`src/rtl/execute_mul_pkg.sv`:
```
`default_nettype none
// ============================================================================
// Package  : execute_mul_pkg
// Brief    : Shared payload type, flag indices and seed default for the MUL stage.
// Revision : 1.0
// ============================================================================

// Command codes normally come from core.h; these fallbacks apply only when it is absent.
`ifndef EXE_MUL_MUL
`define EXE_MUL_MUL   5'h00
`endif
`ifndef EXE_MUL_MULH
`define EXE_MUL_MULH  5'h01
`endif
`ifndef EXE_MUL_UMULH
`define EXE_MUL_UMULH 5'h02
`endif
`ifndef EXE_MUL_RAND
`define EXE_MUL_RAND  5'h03
`endif

package execute_mul_pkg;

    typedef struct packed {
        logic [31:0] data;
        logic [4:0]  flags;
        logic [4:0]  dest;
        logic        wb;
    } mul_payload_t;

    localparam int FLAG_SF = 4;
    localparam int FLAG_OF = 3;
    localparam int FLAG_CF = 2;
    localparam int FLAG_PF = 1;
    localparam int FLAG_ZF = 0;

    localparam logic [31:0] SEED_INIT_DEFAULT = 32'h0000_0001;

endpackage

`default_nettype wire

```
`src/rtl/execute_mul_stage_if.sv`:
```
`default_nettype none
// ============================================================================
// Interface : execute_mul_stage_if
// Brief     : Dispatch, combinational-unit and writeback signals of the MUL stage.
// Revision  : 1.0
// ============================================================================

interface execute_mul_stage_if;

    logic        iFREE_REFRESH;
    logic        iPREV_VALID;
    logic        oPREV_BUSY;
    logic [4:0]  iCMD;
    logic [31:0] iDATA_0;
    logic [31:0] iDATA_1;
    logic [4:0]  iDESTINATION;
    logic [4:0]  oMUL_CMD;
    logic [31:0] oMUL_DATA_0;
    logic [31:0] oMUL_DATA_1;
    logic [31:0] iMUL_DATA;
    logic [4:0]  iMUL_FLAGS;
    logic        oNEXT_VALID;
    logic        iNEXT_BUSY;
    logic [31:0] oNEXT_DATA;
    logic [4:0]  oNEXT_FLAGS;
    logic        oNEXT_FLAGS_WRITEBACK;
    logic [4:0]  oNEXT_DESTINATION;

    modport slave (
        input  iFREE_REFRESH, iPREV_VALID, iCMD, iDATA_0, iDATA_1, iDESTINATION,
               iMUL_DATA, iMUL_FLAGS, iNEXT_BUSY,
        output oPREV_BUSY, oMUL_CMD, oMUL_DATA_0, oMUL_DATA_1, oNEXT_VALID,
               oNEXT_DATA, oNEXT_FLAGS, oNEXT_FLAGS_WRITEBACK, oNEXT_DESTINATION
    );

    modport master (
        output iFREE_REFRESH, iPREV_VALID, iCMD, iDATA_0, iDATA_1, iDESTINATION,
               iMUL_DATA, iMUL_FLAGS, iNEXT_BUSY,
        input  oPREV_BUSY, oMUL_CMD, oMUL_DATA_0, oMUL_DATA_1, oNEXT_VALID,
               oNEXT_DATA, oNEXT_FLAGS, oNEXT_FLAGS_WRITEBACK, oNEXT_DESTINATION
    );

endinterface

`default_nettype wire

```
`src/rtl/execute_mul_result_fifo.sv`:
```
`default_nettype none
// ============================================================================
// Module   : execute_mul_result_fifo
// Brief    : Count-tracked circular result FIFO with flush; head reads as zero when empty.
// Revision : 1.0
// ============================================================================

module execute_mul_result_fifo
    import execute_mul_pkg::*;
#(
    parameter int DEPTH = 3
) (
    input  wire logic                       clk,
    input  wire logic                       reset_n,
    input  wire logic                       flush,
    input  wire logic                       write,
    input  wire mul_payload_t               wdata,
    input  wire logic                       pop,
    output mul_payload_t                    rdata,
    output logic [$clog2(DEPTH + 1) - 1:0]  count
);

    localparam int            CW   = $clog2(DEPTH + 1);
    localparam int            PW   = (DEPTH > 1) ? $clog2(DEPTH) : 1;
    localparam logic [PW-1:0] LAST = PW'(DEPTH - 1);

    mul_payload_t  mem [DEPTH];
    logic [PW-1:0] wr_ptr;
    logic [PW-1:0] rd_ptr;

    function automatic logic [PW-1:0] advance(input logic [PW-1:0] ptr);
        return (ptr == LAST) ? '0 : ptr + PW'(1);
    endfunction

    always_ff @(posedge clk) begin
        if (!reset_n || flush) begin
            wr_ptr <= '0;
            rd_ptr <= '0;
            count  <= '0;
        end else begin
            if (write) wr_ptr <= advance(wr_ptr);
            if (pop)   rd_ptr <= advance(rd_ptr);
            if (write && !pop)      count <= count + CW'(1);
            else if (!write && pop) count <= count - CW'(1);
        end
    end

    // Write-while-full lands in the slot being popped, which is read combinationally first.
    always_ff @(posedge clk) begin
        if (write) mem[wr_ptr] <= wdata;
    end

    assign rdata = (count != '0) ? mem[rd_ptr] : '0;

endmodule

`default_nettype wire

```
`src/rtl/execute_mul_stage.sv`:
```
`default_nettype none
// ============================================================================
// Module   : execute_mul_stage
// Brief    : Registered wrapper around the combinational MUL/RAND unit; owns the RAND seed.
// Revision : 1.0
// ============================================================================

module execute_mul_stage
    import execute_mul_pkg::*;
#(
    parameter int          LATENCY    = 2,
    parameter int          FIFO_DEPTH = 3,
    parameter logic [31:0] SEED_INIT  = SEED_INIT_DEFAULT
) (
    input  wire logic          iCLOCK,
    input  wire logic          inRESET,
    execute_mul_stage_if.slave bus
);

    localparam int CW = $clog2(FIFO_DEPTH + 1);

    logic                        is_rand;
    logic                        busy;
    logic                        accept;
    logic                        pop;
    logic                        fifo_write;
    logic                        fifo_valid;
    logic [CW-1:0]               credit;
    logic [CW-1:0]               fifo_count;
    logic [31:0]                 seed;
    logic [LATENCY-1:0]          stg_valid;
    logic [LATENCY-1:0]          valid_shift;
    mul_payload_t [LATENCY-1:0]  stg_data;
    mul_payload_t [LATENCY-1:0]  data_shift;
    mul_payload_t                in_payload;
    mul_payload_t                head;

    assign is_rand = (bus.iCMD == `EXE_MUL_RAND);

    assign bus.oMUL_CMD    = bus.iCMD;
    assign bus.oMUL_DATA_0 = bus.iDATA_0;
    assign bus.oMUL_DATA_1 = is_rand ? seed : bus.iDATA_1;

    // Credits cover in-flight plus queued results, so the FIFO can never overflow.
    assign busy           = (credit >= CW'(FIFO_DEPTH));
    assign bus.oPREV_BUSY = busy;
    assign accept         = bus.iPREV_VALID & ~busy & ~bus.iFREE_REFRESH;
    assign fifo_valid     = (fifo_count != '0);
    assign pop            = fifo_valid & ~bus.iNEXT_BUSY & ~bus.iFREE_REFRESH;
    assign fifo_write     = stg_valid[LATENCY-1] & ~bus.iFREE_REFRESH;

    assign in_payload = '{data:  bus.iMUL_DATA,
                          flags: bus.iMUL_FLAGS,
                          dest:  bus.iDESTINATION,
                          wb:    ~is_rand};

    generate
        if (LATENCY == 1) begin : g_lat_single
            assign valid_shift = accept;
            assign data_shift  = in_payload;
        end else begin : g_lat_multi
            assign valid_shift = {stg_valid[LATENCY-2:0], accept};
            assign data_shift  = {stg_data[LATENCY-2:0], in_payload};
        end
    endgenerate

    always_ff @(posedge iCLOCK) begin
        if (!inRESET || bus.iFREE_REFRESH) stg_valid <= '0;
        else                               stg_valid <= valid_shift;
    end

    always_ff @(posedge iCLOCK) begin
        stg_data <= data_shift;
    end

    always_ff @(posedge iCLOCK) begin
        if (!inRESET || bus.iFREE_REFRESH) credit <= '0;
        else if (accept && !pop)           credit <= credit + CW'(1);
        else if (!accept && pop)           credit <= credit - CW'(1);
    end

    // Flush never rewinds the seed: a RAND already accepted has consumed it.
    always_ff @(posedge iCLOCK) begin
        if (!inRESET)              seed <= SEED_INIT;
        else if (accept && is_rand) seed <= bus.iMUL_DATA;
    end

    execute_mul_result_fifo #(
        .DEPTH (FIFO_DEPTH)
    ) u_result_fifo (
        .clk     (iCLOCK),
        .reset_n (inRESET),
        .flush   (bus.iFREE_REFRESH),
        .write   (fifo_write),
        .wdata   (stg_data[LATENCY-1]),
        .pop     (pop),
        .rdata   (head),
        .count   (fifo_count)
    );

    assign bus.oNEXT_VALID           = fifo_valid;
    assign bus.oNEXT_DATA            = head.data;
    assign bus.oNEXT_FLAGS           = head.flags;
    assign bus.oNEXT_FLAGS_WRITEBACK = head.wb;
    assign bus.oNEXT_DESTINATION     = head.dest;

endmodule

`default_nettype wire

```
`src/flat_wrapper.sv`:
```
// flat-port wrapper written by rule: the top's interface ports become plain ports
module execute_mul_stage_flat import execute_mul_pkg::*;
#(
    parameter int          LATENCY    = 2,
    parameter int          FIFO_DEPTH = 3,
    parameter logic [31:0] SEED_INIT  = SEED_INIT_DEFAULT
)
  (iCLOCK, inRESET, bus_iFREE_REFRESH, bus_iPREV_VALID, bus_iCMD, bus_iDATA_0, bus_iDATA_1, bus_iDESTINATION, bus_iMUL_DATA, bus_iMUL_FLAGS, bus_iNEXT_BUSY, bus_oPREV_BUSY, bus_oMUL_CMD, bus_oMUL_DATA_0, bus_oMUL_DATA_1, bus_oNEXT_VALID, bus_oNEXT_DATA, bus_oNEXT_FLAGS, bus_oNEXT_FLAGS_WRITEBACK, bus_oNEXT_DESTINATION);
  execute_mul_stage_if bus_i ();
  input  wire logic iCLOCK;
  input  wire logic inRESET;
  input wire logic [$bits(bus_i.iFREE_REFRESH)-1:0] bus_iFREE_REFRESH;
  input wire logic [$bits(bus_i.iPREV_VALID)-1:0] bus_iPREV_VALID;
  input wire logic [$bits(bus_i.iCMD)-1:0] bus_iCMD;
  input wire logic [$bits(bus_i.iDATA_0)-1:0] bus_iDATA_0;
  input wire logic [$bits(bus_i.iDATA_1)-1:0] bus_iDATA_1;
  input wire logic [$bits(bus_i.iDESTINATION)-1:0] bus_iDESTINATION;
  input wire logic [$bits(bus_i.iMUL_DATA)-1:0] bus_iMUL_DATA;
  input wire logic [$bits(bus_i.iMUL_FLAGS)-1:0] bus_iMUL_FLAGS;
  input wire logic [$bits(bus_i.iNEXT_BUSY)-1:0] bus_iNEXT_BUSY;
  output wire logic [$bits(bus_i.oPREV_BUSY)-1:0] bus_oPREV_BUSY;
  output wire logic [$bits(bus_i.oMUL_CMD)-1:0] bus_oMUL_CMD;
  output wire logic [$bits(bus_i.oMUL_DATA_0)-1:0] bus_oMUL_DATA_0;
  output wire logic [$bits(bus_i.oMUL_DATA_1)-1:0] bus_oMUL_DATA_1;
  output wire logic [$bits(bus_i.oNEXT_VALID)-1:0] bus_oNEXT_VALID;
  output wire logic [$bits(bus_i.oNEXT_DATA)-1:0] bus_oNEXT_DATA;
  output wire logic [$bits(bus_i.oNEXT_FLAGS)-1:0] bus_oNEXT_FLAGS;
  output wire logic [$bits(bus_i.oNEXT_FLAGS_WRITEBACK)-1:0] bus_oNEXT_FLAGS_WRITEBACK;
  output wire logic [$bits(bus_i.oNEXT_DESTINATION)-1:0] bus_oNEXT_DESTINATION;
  assign bus_i.iFREE_REFRESH = bus_iFREE_REFRESH;
  assign bus_i.iPREV_VALID = bus_iPREV_VALID;
  assign bus_i.iCMD = bus_iCMD;
  assign bus_i.iDATA_0 = bus_iDATA_0;
  assign bus_i.iDATA_1 = bus_iDATA_1;
  assign bus_i.iDESTINATION = bus_iDESTINATION;
  assign bus_i.iMUL_DATA = bus_iMUL_DATA;
  assign bus_i.iMUL_FLAGS = bus_iMUL_FLAGS;
  assign bus_i.iNEXT_BUSY = bus_iNEXT_BUSY;
  assign bus_oPREV_BUSY = bus_i.oPREV_BUSY;
  assign bus_oMUL_CMD = bus_i.oMUL_CMD;
  assign bus_oMUL_DATA_0 = bus_i.oMUL_DATA_0;
  assign bus_oMUL_DATA_1 = bus_i.oMUL_DATA_1;
  assign bus_oNEXT_VALID = bus_i.oNEXT_VALID;
  assign bus_oNEXT_DATA = bus_i.oNEXT_DATA;
  assign bus_oNEXT_FLAGS = bus_i.oNEXT_FLAGS;
  assign bus_oNEXT_FLAGS_WRITEBACK = bus_i.oNEXT_FLAGS_WRITEBACK;
  assign bus_oNEXT_DESTINATION = bus_i.oNEXT_DESTINATION;
  execute_mul_stage #(.LATENCY(LATENCY), .FIFO_DEPTH(FIFO_DEPTH), .SEED_INIT(SEED_INIT)) u_core (.iCLOCK(iCLOCK), .inRESET(inRESET), .bus(bus_i));
endmodule
```
`config.mk`:
```
export PLATFORM = sky130hd
export DESIGN_NAME = execute_mul_stage_flat
export DESIGN_NICKNAME = d
export VERILOG_FILES = /design/src/rtl/execute_mul_pkg.sv /design/src/rtl/execute_mul_stage_if.sv /design/src/rtl/execute_mul_result_fifo.sv /design/src/rtl/execute_mul_stage.sv /design/src/flat_wrapper.sv
export SDC_FILE = /design/constraint.sdc
export NUM_CORES = 1
export LEC_CHECK = 0
export ABC_AREA = 1
export ABC_CLOCK_PERIOD_IN_PS = 7000
export CAP_MARGIN = 20
export CORE_ASPECT_RATIO = 1.75
export CORE_MARGIN = 2
export CORE_UTILIZATION = 48
export CTS_BUF_LIST = sky130_fd_sc_hd__clkbuf_4
export CTS_CLUSTER_DIAMETER = 30
export DETAILED_ROUTE_END_ITERATION = 10
export PLACE_DENSITY_LB_ADDON = 0.2
export SYNTH_ARGS = -nofsm -noshare
export SYNTH_HDL_FRONTEND = slang
export SYNTH_SLANG_ARGS = --single-unit
```
`constraint.sdc`:
```
create_clock -name iCLOCK -period 7 [get_ports iCLOCK]
set_clock_uncertainty 0.05 [all_clocks]
set_input_delay 2.1 -clock iCLOCK [delete_from_list [all_inputs] [get_ports iCLOCK]]
set_output_delay 2.1 -clock iCLOCK [all_outputs]
set_load 0.01 [all_outputs]
```
# Word level (Yosys, flattened, before mapping)
# Memory sizes are Yosys's and may differ from the RTL's. A register that Yosys moved wholly into a read port is not among the register bits.
# Cells that the tools add are included.
[word_totals] regBits=128 latch_bits=0 mem_bits_rw=129 rom_bits=0 in_bits=116 output_inout_bits=114 wordCells=59 memories=1
[mem_list] memory="u_core.u_result_fifo.mem" words=3 width=43 read_ports=1 rd_clocked_by_memory_dff=1 write_ports=1 line="execute_mul_result_fifo.sv:27" rtl="mul_payload_t mem [DEPTH];"
[op_classes] n_addsub=6 n_mul=0 n_div=0 magnitude_cmp=1 n_eq_ne=3 shifts=0 muxes=12 bitwise=9 reduce_logical=13
[ops] cell="$mux 43" count=1
[ops] cell="$mux 32" count=1
[ops] cell="$mux 2" count=8
[ops] cell="$add 2x1->2 const B" count=4
[ops] cell="$reduce_bool 2->1" count=3
[ops] cell="$and 1x1->1" count=5
[ops] cell="$eq 5x2->1 const B" count=1
[ops] cell="$logic_and 1x1->1" count=5
[ops] cell="$eq 2x2->1 const B" count=2
[ops] cell="$logic_not 1->1" count=4
[ops] cell="$not 1->1" count=4
[ops] cell="$sub 2x1->2 const B" count=2
[ops] cell="$ge 2x2->1 const B" count=1
[ops] cell="$mux 1" count=2
[ops] cell="$logic_or 1x1->1" count=1

# Logic depth before layout (Yosys ltp)
# Gate-level depths: netlist of the first run.
[depth] depth_word=8 mapped_depth=10 mapped_depth_nobuf=10

# By module
# From an unflattened synthesis of the first run, not the netlist that was laid out.
[hier_totals] hier_cells=970 area_unflattened_um2=9681.8
[by_module_without_submodules] module="execute_mul_result_fifo" n_inst=1 cells_each=498 area_per_inst_um2=5634.2 seq_area_each_um2=4033.9
[by_module_without_submodules] module="execute_mul_stage" n_inst=1 cells_each=472 area_per_inst_um2=4047.6 seq_area_each_um2=2442.3

# Worst setup path before layout of the first run
# No wires, ideal clock.
[synth_timing] path_type="input to register" start="in bus_iFREE_REFRESH" end="mem u_core.u_result_fifo.mem[2][0] (netlist bit), enable pin" setup_time_ns=0.497 arrival_ns=5.195 t_required_ns=6.453 path_slack_ns=1.259 stages=3 path_buffers=0 cell_sequence="inv_2 nand2_1 nor3_1"
[synth_via] elab_chain_cells=4
[synth_lines] item="from (decl)" line="flat_wrapper.sv:12" rtl="input wire logic [$bits(bus_i.iFREE_REFRESH)-1:0] bus_iFREE_REFRESH;"
[synth_lines] item="$not 1->1" line="execute_mul_stage.sv:50" rtl="assign fifo_write = stg_valid[LATENCY-1] & ~bus.iFREE_REFRESH;"
[synth_lines] item="$and 1x1->1" line="execute_mul_stage.sv:50"
[synth_lines] item="$mux 1" line="execute_mul_result_fifo.sv:50" rtl="if (write) mem[wr_ptr] <= wdata;"
[synth_lines] item="$mux 1 (not written as such)" line="execute_mul_result_fifo.sv:50"
[synth_lines] item="to (decl)" line="execute_mul_result_fifo.sv:27"
# Every way passes these cells.

# Worst setup path after layout of the first run
[layout_timing] start="in bus_iCMD[0]" end="out bus_oMUL_DATA_1[31]"
[layout_via] elab_chain_cells=2
[layout_lines] item="from (decl)" line="flat_wrapper.sv:14" rtl="input wire logic [$bits(bus_i.iCMD)-1:0] bus_iCMD;"
[layout_lines] item="$eq 5x2->1 (no source line)"
[layout_lines] item="$mux 32" line="execute_mul_stage.sv:42" rtl="assign bus.oMUL_DATA_1 = is_rand ? seed : bus.iDATA_1;"
[layout_lines] item="to (decl)" line="flat_wrapper.sv:24" rtl="output wire logic [$bits(bus_i.oMUL_DATA_1)-1:0] bus_oMUL_DATA_1;"
# Every way passes these cells.

==> summary.txt, run 1 <==
Critical path
  – Kind of critical path: in2out
  – Worst Reg-to-Reg Cells: 10
  – Reg-to-reg critical path endpoint: u_core.credit[1]
  – Largest driver fanout on the critical path: 40
  – Launch instance of the worst register-to-register path: u_core.u_result_fifo.count[0]
  – Signal arrival time at the worst endpoint: about 4 ns
  – Data required time at the worst endpoint: around 4.9 ns
  – Critical Path Start Type: input pin
  – Worst Setup End Kind: output pin
  – Internal reg-to-reg setup slack: ~5 ns

Synth
  – Biggest area contributors in the synthesized netlist: edfxtp_1, dfxtp_1, nand2_1, inv_1, o21ai_1
  – Area share of the leading cell type in the synthesized netlist: approximately two fifths
  – Post-synth top cells: nand2_1, inv_1, dfxtp_1
  – Proportion of synthesized chip area in sequential cells: around 67%
  – Post-synth EDFFs: around 130
  – Total standard cell area after synthesis: approximately 0.0096 sq mm
  – Number of register bits inferred by synthesis: between 200 and 300
  – Yosys warning count: 0
  – Syn Nets: around 1100
  – Avg Inst Size Synth: about 10 sq um
  – Most used standard cell by instance count after synthesis: nand2_1
  – Number of instances in the synthesized netlist: slightly below 1000
  – Distinct cell type count of the synthesized netlist: 23
  – Most frequently used flop master after synthesis: dfxtp_1
  – Cell taking the most area after synthesis: edfxtp_1
  – Async S/R FF share, synth: 0%

Timing
  – Final setup violation count: 0
  – Fin. Hold Viols: 0
  – Worst path setup slack after routing: roughly 0.84 ns
  – Worst slack on hold paths: approximately 0.26 ns
  – Setup repair after global routing missed its margin: no
  – Share of the cycle needed by the critical path after routing: 88.0%
  – Post-Route Setup TNS: 0 ns
  – Total count of max-transition violations in the final report: 0
  – Slew at the pin closest to its max-slew limit: 0.911 ns
  – Highest achievable clock rate: approximately 160 MHz
  – Min Clock Period, post-route: 6.16 ns
  – Normalized max-slew margin: 39.3%

Place
  – Estimated wirelength of the detail-placed design: roughly 12 mm
  – Post-Place Cells: 1304
  – Number of port buffers: 165
  – Gp weighted congestion: between 0.7 and 0.8
  – Post-placement setup slack: a little over 0.8 ns

GRT
  – Overall overflow remaining after global route: 0
  – Via count of the first global-routing pass: about 6400
  – Total routing usage reported by global routing: 17.2%
  – Wire length of the first global-routing pass: just under 30 mm
  – Largest net degree at the start of global routing: between 80 and 90
  – Antenna violations before repair: 1

Clock network
  – Clock insertion delay at the later pin of the skew report: around 0.60 ns
  – Number of buffers added by the clock tree synthesis step: 56
  – Number of sinks handled by clock tree synthesis: approximately 260
  – Clock tree buffer depth: 3
  – Number of hold buffers added after cts: 0
  – Maximum level of the CTS H-tree: 2
  – Register clock-pin slew on the reported worst setup and hold paths: 0.07 ns
  – Number of buffers added for setup after CTS: 0
  – Clk root buf: clkbuf_4
  – TritonCTS clock tree: built
  – Cells resized by post-CTS repair: 0

Detailed routing
  – TritonRoute pass-1 iters: 6
  – Routed vias/inst: 4.56
  – Residual antenna-violating net count after detailed routing: 0
  – Wire length reported by the detailed router: around 18 mm
  – First-iteration detailed-routing DRC count: 191
  – DRC violation count after routing: 0
  – Average wire per cell in the routed design: around 13 um
  – Count of vias placed by the detailed router: 6432

Finish
  – Number of non-filler instances in the completed layout: roughly 1400
  – Proportion of layout cells with a drive suffix above 1: about a tenth
  – Nets: approximately 1200
  – Area overhead of the layout relative to synthesis: 24.0%
  – Fill count: about 1700

Min path
  – HP Start: u_core.data_shift[80]
  – Cells on Worst Hold Path: 0
  – Worst-case hold path end point: u_core.stg_data[80]
  – Class of the most critical hold timing path: reg2reg

Power and ir drop
  – VDD IR-drop max: 0.140 mV
  – Power per standard cell area: ~240 mW/mm^2
  – Leakage power of the design: around 5.3 nW

Die
  – Num ports: between 200 and 250
  – Die Footprint: about 0.021 sq mm
  – Core region area: approximately 0.020 sq mm
  – Die height: 191 um
  – Row cnt: between 60 and 70
  – X dimension of the die: approximately 110 um
  – Initial standard-cell utilization of the core: between 40% and 50%

Flow run
  – Number of max-cap violations: 0

Status
  – Result of the run: complete, no violations
## registers in the layout, summed over array words and instances, names as in the netlist, named ones only
register,cells
u_core.credit,2
u_core.data_shift,43
u_core.seed,32
u_core.stg_data,43
u_core.stg_valid,2
u_core.u_result_fifo.count,2
u_core.u_result_fifo.mem,129
u_core.u_result_fifo.rd_ptr,2
u_core.u_result_fifo.wr_ptr,2
## how the worst max path moves through the flow
| stage | start | endpoint | slack [ns] | cells after the start |
|---|---|---|---|---|
| after floorplan | bus_iFREE_REFRESH | u_core.u_result_fifo.mem[2][0] | 1.26 | 3 |
| after global placement | bus_iCMD[0] | bus_oMUL_DATA_1[5] | 0.87 | 7 |
| after detailed placement | bus_iCMD[0] | bus_oMUL_DATA_1[31] | 0.82 | 7 |
| after CTS | bus_iCMD[0] | bus_oMUL_DATA_1[31] | 0.80 | 7 |
| after global routing | bus_iCMD[0] | bus_oMUL_DATA_1[18] | 0.70 | 7 |
| final | bus_iCMD[0] | bus_oMUL_DATA_1[31] | 0.84 | 7 |
## layer usage
layer	vias to the layer above	wire [um]	global-route usage, %
met5	-	0	0
met3	48	895	3.46
li1	3333	-	-
met2	182	9680	32.6
met4	0	555	8.26
met1	2869	7250	18.2
## layout by cell type, fill, tap and decap left out
master and n:
a21oi_1 49, buf_12 2, buf_4 6, bufinv_16 1
clkbuf_4 87, clkdlybuf4s50_1 165, clkinv_1 9, clkinv_2 5
clkinvlp_4 1, dfxtp_1 128, dfxtp_2 1, dfxtp_4 1
diode_2 1, edfxtp_1 129, ha_1 2, inv_1 174
inv_2 8, nand2_1 188, nand3_1 37, nand3_4 2
nor2_1 74, nor2_2 1, nor2_4 2, nor2_8 1
nor3_2 1, o21ai_0 11, o21ai_1 77, or2_0 1
xor2_1 1
## through the flow
stage | power (mW) | util, % | cell area, sq um
6_report | 2.89 | 60.5 | 11900
5_1_grt | 3.02 | 60.5 | 11900
4_1_cts | 2.93 | 60.3 | 11900
3_5_place_dp | 1.80 | 56.5 | 11200
3_3_place_gp | 1.80 | 56.5 | 11200
2_1_floorplan | 1.73 | - | 9640
## layout make-up
| cell class | count | area [sq um] | area share, % |
|---|---|---|---|
| multi-input combinational | 447 | 1990 | 16.6 |
| clock buffer | 87 | 653 | 5.47 |
| timing repair buffer | 173 | 1740 | 14.5 |
| tap | 245 | 307 | 2.57 |
| antenna | 1 | 2.50 | 0.0209 |
| inverter | 182 | 683 | 5.72 |
| sequential | 259 | 6480 | 54.2 |
| clock inverter | 16 | 96.3 | 0.806 |
## worst max-delay path, stage by stage
cell and delay [ns]:
clkdlybuf4s50_1 0.55, nand3_1 0.15, nor2_4 0.11, buf_4 0.36
nand2_1 0.12, nand2_1 0.08, clkdlybuf4s50_1 0.53
## report_power, final
group,leakage [nW],total [mW],internal [mW],switching [mW]
Combinational,2.62,0.134,0.0780,0.0557
Sequential,2.24,1.63,1.62,0.0127
Clock,0.448,1.12,0.606,0.517
## kinds of logic after synthesis
| group | count (synthesis) | synth area share, % |
|---|---|---|
| buffers and inverters | 260 | 12.3 |
| and+or+nand+nor | 307 | 13.1 |
| xor gates and xnor gates | 1 | 0.0909 |
| adders and majority gates | 2 | 0.260 |
| DFF | 259 | 67.2 |
| AOI/OAI and AO/OA | 137 | 7.12 |
Note: power is estimated with default switching activity, not from simulation.
==> inputs of run 2 (changes only) <==
Settings changed: CTS_BUF_LIST sky130_fd_sc_hd__clkbuf_4 to sky130_fd_sc_hd__clkbuf_2.
==> run 2 against run 1 <==
Effect of this change: hold slack got worse by 0.0037 ns; clock-buffer cell count fell by 4; die area did not move; via count about the same; critical path depth unchanged; register-to-register slack hardly changed; global-route usage grew 0.12 points; design area shrank 1.7%; non-clock buffer count stayed put; largest cell class unchanged; sequential share of layout area increased by 0.96 points; clock power down 18%; core utilization decreased by 1.1 points.
==> summary.txt, run 2 (synthesized netlist as in run 1, its figures left out) <==
Finish
  – Largest register FFs: 129 (unchanged)
  – Nets: 1236 (was 1237)
  – Most common library cell in the layout ignoring fill and taps: nand2_1 (unchanged)
  – Proportion of layout cells with a drive suffix above 1: 9.98% (was 10.2%)
  – Register bank with the most flops: u_core.u_result_fifo.mem (unchanged)
  – Commonest cells after routing, fill and taps aside: nand2_1, inv_1, clkdlybuf4s50_1 (unchanged)
  – Area overhead of the layout relative to synthesis: 21.8% (was 24.0%)

Clock network
  – Clock tree buffer depth: 3 (unchanged)
  – Clk root buf: clkbuf_2 (was clkbuf_4)
  – Number of sinks handled by clock tree synthesis: 259 (unchanged)
  – Number of hold buffers added after cts: 0 (unchanged)
  – Clock insertion delay at the later pin of the skew report: 0.71 ns (was 0.60 ns)
  – Cells resized by post-CTS repair: 0 (unchanged)
  – Maximum level of the CTS H-tree: 2 (unchanged)
  – Number of buffers added for setup after CTS: 0 (unchanged)
  – TritonCTS clock tree: built (unchanged)
  – Number of buffers added by the clock tree synthesis step: 55 (was 56)
  – Register clock-pin slew on the reported worst setup and hold paths: 0.11 ns (was 0.07 ns)

Die
  – Die Footprint: 0.0213 sq mm (unchanged)
  – Row cnt: 68 (unchanged)
  – Core region area: 0.0197 sq mm (unchanged)
  – X dimension of the die: 111 um (unchanged)
  – Die height: 191 um (unchanged)
  – Initial standard-cell utilization of the core: 48.8% (unchanged)
  – Num ports: 230 (unchanged)

Timing
  – Total count of max-transition violations in the final report: 0 (unchanged)
  – Min Clock Period, post-route: 6.16 ns (about the same)
  – Slew at the pin closest to its max-slew limit: 0.884 ns (was 0.911 ns)
  – Worst slack on hold paths: 0.257 ns (was 0.261 ns)
  – Setup repair after global routing missed its margin: no (unchanged)
  – Share of the cycle needed by the critical path after routing: 88.0% (about the same)
  – Normalized max-slew margin: 41.1% (was 39.3%)
  – Post-Route Setup TNS: 0 ns (unchanged)
  – Final setup violation count: 0 (unchanged)
  – Highest achievable clock rate: 162 MHz (about the same)
  – Fin. Hold Viols: 0 (unchanged)

Power and ir drop
  – Relative contribution of the clock network to total power: 34.1% (was 38.9%)
  – Leakage power of the design: 5.27 nW (was 5.31 nW)
  – VDD IR-drop max: 0.127 mV (was 0.140 mV)
  – Total Power: 2.68 mW (was 2.89 mW)
  – Cell-internal power: 2.09 mW (was 2.30 mW)
  – Power share of the sequential group: 60.9% (was 56.5%)
  – Combinational Power Share: 5.0% (was 4.6%)
  – Net switching component of the power: 591 uW (was 586 uW)
  – Power per standard cell area: 228 mW/mm^2 (was 242 mW/mm^2)
  – Share of total power consumed by net switching: 22.1% (was 20.3%)

Critical path
  – Signal arrival time at the worst endpoint: 4.01 ns (about the same)
  – Largest driver fanout on the critical path: 40 (unchanged)
  – Launch instance of the worst register-to-register path: u_core.u_result_fifo.count[0] (unchanged)
  – Kind of cell adding the most delay to the critical path: buffers and inverters (unchanged)
  – CP max stage delay: 0.55 ns (about the same)
  – Worst path bufs/invs: 3 (unchanged)
  – Critical Path Start Type: input pin (unchanged)
  – Cell-by-cell listing of the critical path: clkdlybuf4s50_1, nand3_1, nor2_4, buf_4, nand2_1, nand2_1, clkdlybuf4s50_1 (unchanged)
  – Worst Setup End Kind: output pin (unchanged)
  – Cell with the largest stage delay on the worst path: clkdlybuf4s50_1 (unchanged)
  – Crit. Startpoint: bus_iCMD[0] (unchanged)
  – Kind of critical path: in2out (unchanged)
  – Data required time at the worst endpoint: 4.85 ns (about the same)

Detailed routing
  – First-iteration detailed-routing DRC count: 193 (was 191)
  – Count of vias placed by the detailed router: 6435 (was 6432)
  – TritonRoute pass-1 iters: 4 (was 6)
  – Wire length reported by the detailed router: 18.5 mm (was 18.4 mm)
  – Routed vias/inst: 4.57 (was 4.56)
  – Residual antenna-violating net count after detailed routing: 0 (unchanged)
  – Average wire per cell in the routed design: 13.1 um (was 13.0 um)
  – Uppermost metal layer occupied by signal nets: met4 (unchanged)
  – Length of routed met3 wiring: 961 um (was 895 um)
  – Amount of wire on met2 after detailed routing: 9.64 mm (was 9.68 mm)
  – DRC violation count after routing: 0 (unchanged)
  – M1 WL: 7.20 mm (was 7.25 mm)

GRT
  – Antenna violations before repair: 1 (unchanged)
  – Via count of the first global-routing pass: 6367 (was 6365)
  – Overall overflow remaining after global route: 0 (unchanged)
  – Wire length of the first global-routing pass: 29.7 mm (was 29.6 mm)
  – Total routing usage reported by global routing: 17.4% (was 17.2%)
  – Largest net degree at the start of global routing: 87 (unchanged)

Place
  – Number of port buffers: 165 (unchanged)
  – Estimated wirelength of the detail-placed design: 11.8 mm (unchanged)
  – Gp weighted congestion: 0.769 (unchanged)

Min path
  – HP Start: u_core.data_shift[80] (unchanged)
  – Class of the most critical hold timing path: reg2reg (unchanged)

Flow run
  – Number of max-cap violations: 0 (unchanged)

Status
  – Result of the run: complete, no violations (unchanged)
-- run 2: cell count changes in the layout (fill, tap and decap cells not counted) --
cell and delta:
inv_2 +1, clkbuf_2 +83, bufinv_16 +1, clkinv_1 +1, clkbuf_4 -87, clkinvlp_4 -1
-- run 2: per-stage QoR --
stage | setup WS, ns | cells | area, sq um | util (%)
floorplan | 1.26 | 966 | 9640 | -
global placement | 0.872 | 1304 | 11200 | 56.5
detailed placement | 0.817 | 1304 | 11200 | 56.5
CTS | 0.802 | 1405 | 11700 | 59.3
global route | 0.700 | 1408 | 11700 | 59.5
finish | 0.840 | 1408 | 11700 | 59.5
-- run 2: per-layer routing --
| metal | vias to the layer above | track usage (%) |
|---|---|---|
| met1 | 2861 | 18.1 |
| met5 | - | 0 |
| met3 | 52 | 3.36 |
| met4 | 0 | 9.40 |
| met2 | 188 | 32.6 |
| li1 | 3334 | - |
-- run 2: path summary, 6_finish.rpt --
kind	cells past startpoint	slack (ns)	end
max	7	0.84	bus_oMUL_DATA_1[31]
min	0	0.26	u_core.stg_data[80]
max reg2reg	10	5.00	u_core.credit[1]
min reg2reg	0	0.26	u_core.stg_data[80]
-- run 2: cell type report --
cell class              count  area (sq um)
well taps                 245           307
diodes                      1          2.50
multi-input cells         447          1990
inverters                 182           683
fillers                  1752          8000
repair buffers            173          1740
clock buffers              83           415
flip-flops and latches    259          6480
clock inverters            18           126
-- run 2: power by group through the flow --
stage               sequential (mW)  clock [mW]  combinational (mW)
detailed placement             1.66           0               0.135
CTS                            1.63       0.955               0.135
finish                         1.63       0.914               0.134
floorplan                      1.66           0              0.0684
global placement               1.66           0               0.134
global route                   1.63        1.02               0.147
==> inputs of run 3 (changes only) <==
Settings changed: HOLD_SLACK_MARGIN from default to 0.08, SYNTH_HIERARCHICAL from default to 1.
==> run 3 against run 2 <==
Effect of this change: die area is 0.47% higher; sequential power is essentially flat; synthesized cell count increased by 0.41%; combinational power about the same; largest power group unchanged; non-clock buffer count up 1; critical path type unchanged; total power shrank 2.0%; largest cell class unchanged.
==> summary.txt, run 3 <==
Synth
  – Compound-Gate Fraction of Synth Area: 7.13% (was 7.12%)
  – Post-synth EDFFs: 129 (unchanged)
  – Total standard cell area after synthesis: 0.00968 sq mm (was 0.00964 sq mm)
  – Yosys warning count: 6 (was 0)
  – Adder and majority cell fraction of the synthesized area: 0.258% (was 0.260%)
  – Number of instances in the synthesized netlist: 970 (was 966)
  – Synth Area in XOR/XNOR: 0% (was 0.0909%)
  – Largest family of logic cells by synthesized area: simple AND/OR/NAND/NOR gates (unchanged)
  – Proportion of synthesized chip area in sequential cells: 66.9% (was 67.2%)
  – Syn Nets: 1088 (was 1084)
  – Most used standard cell by instance count after synthesis: inv_1 (was nand2_1)
  – Biggest area contributors in the synthesized netlist: edfxtp_1, dfxtp_1, inv_1, nand2_1, buf_4 (was edfxtp_1, dfxtp_1, nand2_1, inv_1, o21ai_1)
  – Most frequently used flop master after synthesis: dfxtp_1 (unchanged)
  – Cell taking the most area after synthesis: edfxtp_1 (unchanged)
  – Number of register bits inferred by synthesis: 259 (unchanged)
  – Area share of the leading cell type in the synthesized netlist: 40.0% (was 40.2%)
  – Synthesized-area fraction occupied by and/or/nand/nor cells: 13.0% (was 13.1%)
  – Async S/R FF share, synth: 0% (unchanged)
  – Portion of netlist area occupied by mux cells: 0% (unchanged)
  – Post-synth top cells: inv_1, nand2_1, dfxtp_1 (was nand2_1, inv_1, dfxtp_1)
  – Distinct cell type count of the synthesized netlist: 25 (was 23)
  – Avg Inst Size Synth: 9.98 sq um (was 9.97 sq um)

Critical path
  – Largest driver fanout on the critical path: 63 (was 40)
  – Critical Path Start Type: input pin (unchanged)
  – Cell with the largest stage delay on the worst path: clkdlybuf4s50_1 (unchanged)
  – Cell-by-cell listing of the critical path: clkdlybuf4s50_1, inv_1, nand3_1, nor2_4, buf_12, nand2_1, nand2_1, clkdlybuf4s50_1 (was clkdlybuf4s50_1, nand3_1, nor2_4, buf_4, nand2_1, nand2_1, clkdlybuf4s50_1)
  – Crit. Startpoint: bus_iCMD[2] (was bus_iCMD[0])
  – CP max stage delay: 0.53 ns (was 0.55 ns)
  – Kind of critical path: in2out (unchanged)
  – Launch instance of the worst register-to-register path: u_core/credit[1] (was u_core.u_result_fifo.count[0])
  – Data required time at the worst endpoint: 4.85 ns (about the same)
  – Worst Setup End Kind: output pin (unchanged)
  – Signal arrival time at the worst endpoint: 3.86 ns (was 4.01 ns)

Min path
  – HP Start: u_core/data_shift[57] (was u_core.data_shift[80])
  – Class of the most critical hold timing path: reg2reg (unchanged)

Clock network
  – Number of buffers added for setup after CTS: 0 (unchanged)
  – Clock insertion delay at the later pin of the skew report: 0.78 ns (was 0.71 ns)
  – Number of sinks handled by clock tree synthesis: 259 (unchanged)
  – Clock tree buffer depth: 3 (unchanged)
  – Cells resized by post-CTS repair: 0 (unchanged)
  – Number of buffers added by the clock tree synthesis step: 55 (unchanged)
  – TritonCTS clock tree: built (unchanged)
  – Maximum level of the CTS H-tree: 2 (unchanged)
  – Number of hold buffers added after cts: 0 (unchanged)
  – Register clock-pin slew on the reported worst setup and hold paths: 0.11 ns (about the same)
  – Clk root buf: clkbuf_2 (unchanged)

Timing
  – Highest achievable clock rate: 166 MHz (was 162 MHz)
  – Normalized max-slew margin: 38.2% (was 41.1%)
  – Worst path setup slack after routing: 0.987 ns (was 0.840 ns)
  – Fin. Hold Viols: 0 (unchanged)
  – Final setup violation count: 0 (unchanged)
  – Share of the cycle needed by the critical path after routing: 85.9% (was 88.0%)
  – Post-Route Setup TNS: 0 ns (unchanged)
  – Total count of max-transition violations in the final report: 0 (unchanged)
  – Setup repair after global routing missed its margin: no (unchanged)
  – Slew at the pin closest to its max-slew limit: 0.928 ns (was 0.884 ns)
  – Min Clock Period, post-route: 6.01 ns (was 6.16 ns)

Status
  – Result of the run: complete, no violations (unchanged)

GRT
  – Overall overflow remaining after global route: 0 (unchanged)
  – Antenna violations before repair: 1 (unchanged)
  – Wire length of the first global-routing pass: 29.5 mm (was 29.7 mm)
  – Largest net degree at the start of global routing: 71 (was 87)
  – Total routing usage reported by global routing: 17.2% (was 17.4%)
  – Via count of the first global-routing pass: 6273 (was 6367)

Finish
  – Commonest cells after routing, fill and taps aside: nand2_1, inv_1, clkdlybuf4s50_1 (unchanged)
  – Register bank with the most flops: u_core/u_result_fifo/mem (was u_core.u_result_fifo.mem)
  – Fill count: 1722 (was 1752)
  – Proportion of layout cells with a drive suffix above 1: 9.93% (was 9.98%)
  – Nets: 1241 (was 1236)
  – Area of all sequential standard cells: 0.00648 sq mm (about the same)
  – Post-layout instance area: 0.0117 sq mm (about the same)
  – Area overhead of the layout relative to synthesis: 21.2% (was 21.8%)
  – Area of the multi-input gates: 0.00199 sq mm (about the same)
  – Largest register FFs: 129 (unchanged)
  – Most common library cell in the layout ignoring fill and taps: nand2_1 (unchanged)

Die
  – Num ports: 230 (unchanged)
  – Initial standard-cell utilization of the core: 49.0% (was 48.8%)
  – X dimension of the die: 111 um (about the same)
  – Core region area: 0.0197 sq mm (unchanged)
  – Die height: 192 um (was 191 um)
  – Row cnt: 68 (unchanged)
  – Die Footprint: 0.0214 sq mm (was 0.0213 sq mm)

Power and ir drop
  – Cell-internal power: 2.02 mW (was 2.09 mW)
  – Relative contribution of the clock network to total power: 32.8% (was 34.1%)
  – Power share of the sequential group: 62.1% (was 60.9%)
  – Share of total power consumed by net switching: 23.0% (was 22.1%)
  – VDD IR-drop max: 0.109 mV (was 0.127 mV)
  – Leakage power of the design: 5.26 nW (was 5.27 nW)
  – Power per standard cell area: 224 mW/mm^2 (was 228 mW/mm^2)
  – Net switching component of the power: 604 uW (was 591 uW)
  – Combinational Power Share: 5.0% (about the same)

Place
  – Estimated wirelength of the detail-placed design: 11.4 mm (was 11.8 mm)
  – Number of port buffers: 165 (unchanged)
  – Post-placement setup slack: 0.985 ns (was 0.817 ns)
  – Placed Instance Area: 0.0112 sq mm (about the same)
  – Gp weighted congestion: 0.762 (was 0.769)

Detailed routing
  – DRC violation count after routing: 0 (unchanged)
  – TritonRoute pass-1 iters: 5 (was 4)
  – First-iteration detailed-routing DRC count: 272 (was 193)
  – Wire length reported by the detailed router: 18.4 mm (was 18.5 mm)
  – Average wire per cell in the routed design: 13.0 um (was 13.1 um)
  – Count of vias placed by the detailed router: 6478 (was 6435)
  – Residual antenna-violating net count after detailed routing: 0 (unchanged)
  – Routed vias/inst: 4.58 (was 4.57)

Flow run
  – Number of max-cap violations: 0 (unchanged)
==> run 3: cell types whose count changed in the layout (fill, tap and decap cells not counted), sizes merged, moves of 2 or more <==
| cell | change |
|---|---|
| inv | +6 |
| nand2 | -4 |
| nor2 | -4 |
| clkbuf | +3 |
| bufinv | -2 |
| o21ai | +2 |
| nand4 | +2 |
==> run 3: critical path: cells and delay by family <==
kind	cells	cell delay, ns
buffers and inverters	4	1.32
AND/OR/NAND/NOR	4	0.40
==> run 3: power by group through the flow <==
stage	registers (mW)	clock network (mW)	logic (mW)
after global routing	1.64	0.975	0.145
after detailed placement	1.67	0	0.133
final	1.63	0.862	0.132
after global placement	1.66	0	0.132
after CTS	1.63	0.908	0.134
after floorplan	1.66	0	0.0683
==> run 3: kinds of logic after synthesis <==
family | after synthesis
simple gates | 304
buf+inv | 267
compound gates | 138
fa+ha+maj | 2
flops | 259
==> run 3: cell type report <==
type                            count  area share [%]
Timing Repair Buffer              174            15.0
Antenna cell                        1          0.0213
Sequential cell                   259            55.2
Inverter                          189            6.04
Multi-Input combinational cell    444            16.9
Tap cell                          245            2.61
Clock buffer                       86            3.67
Clock inverter                     16           0.565
==> run 3: through the flow <==
step                      hold WS, ns  utilization (%)  instances  total power, mW
after floorplan                 0.260                -        970             1.73
after global placement          0.260             56.7       1309             1.80
after CTS                       0.256             59.2       1411             2.67
final                           0.247             59.5       1414             2.63
after detailed placement        0.262             56.7       1309             1.80
after global routing            0.270             59.5       1414             2.76
==> run 3: per-layer routing <==
layer  GRT usage, %  share of wire, %  up-vias
met1           19.4                40     2889
met2           30.6                51      205
met3           4.13               5.9       36
met4           8.36               2.4        0
met5              0                 0        -
li1               -                 -     3348
==> run 3: final timing paths <==
| path | slack [ns] | to | cells after the start |
|---|---|---|---|
| worst max-delay path | 0.99 | bus_oMUL_DATA_1[3] | 8 |
| worst min-delay path | 0.25 | u_core/stg_data[57] | 0 |
| worst max register to register | 5.17 | u_core/credit[1] | 9 |
| worst min register to register | 0.25 | u_core/stg_data[57] | 0 |
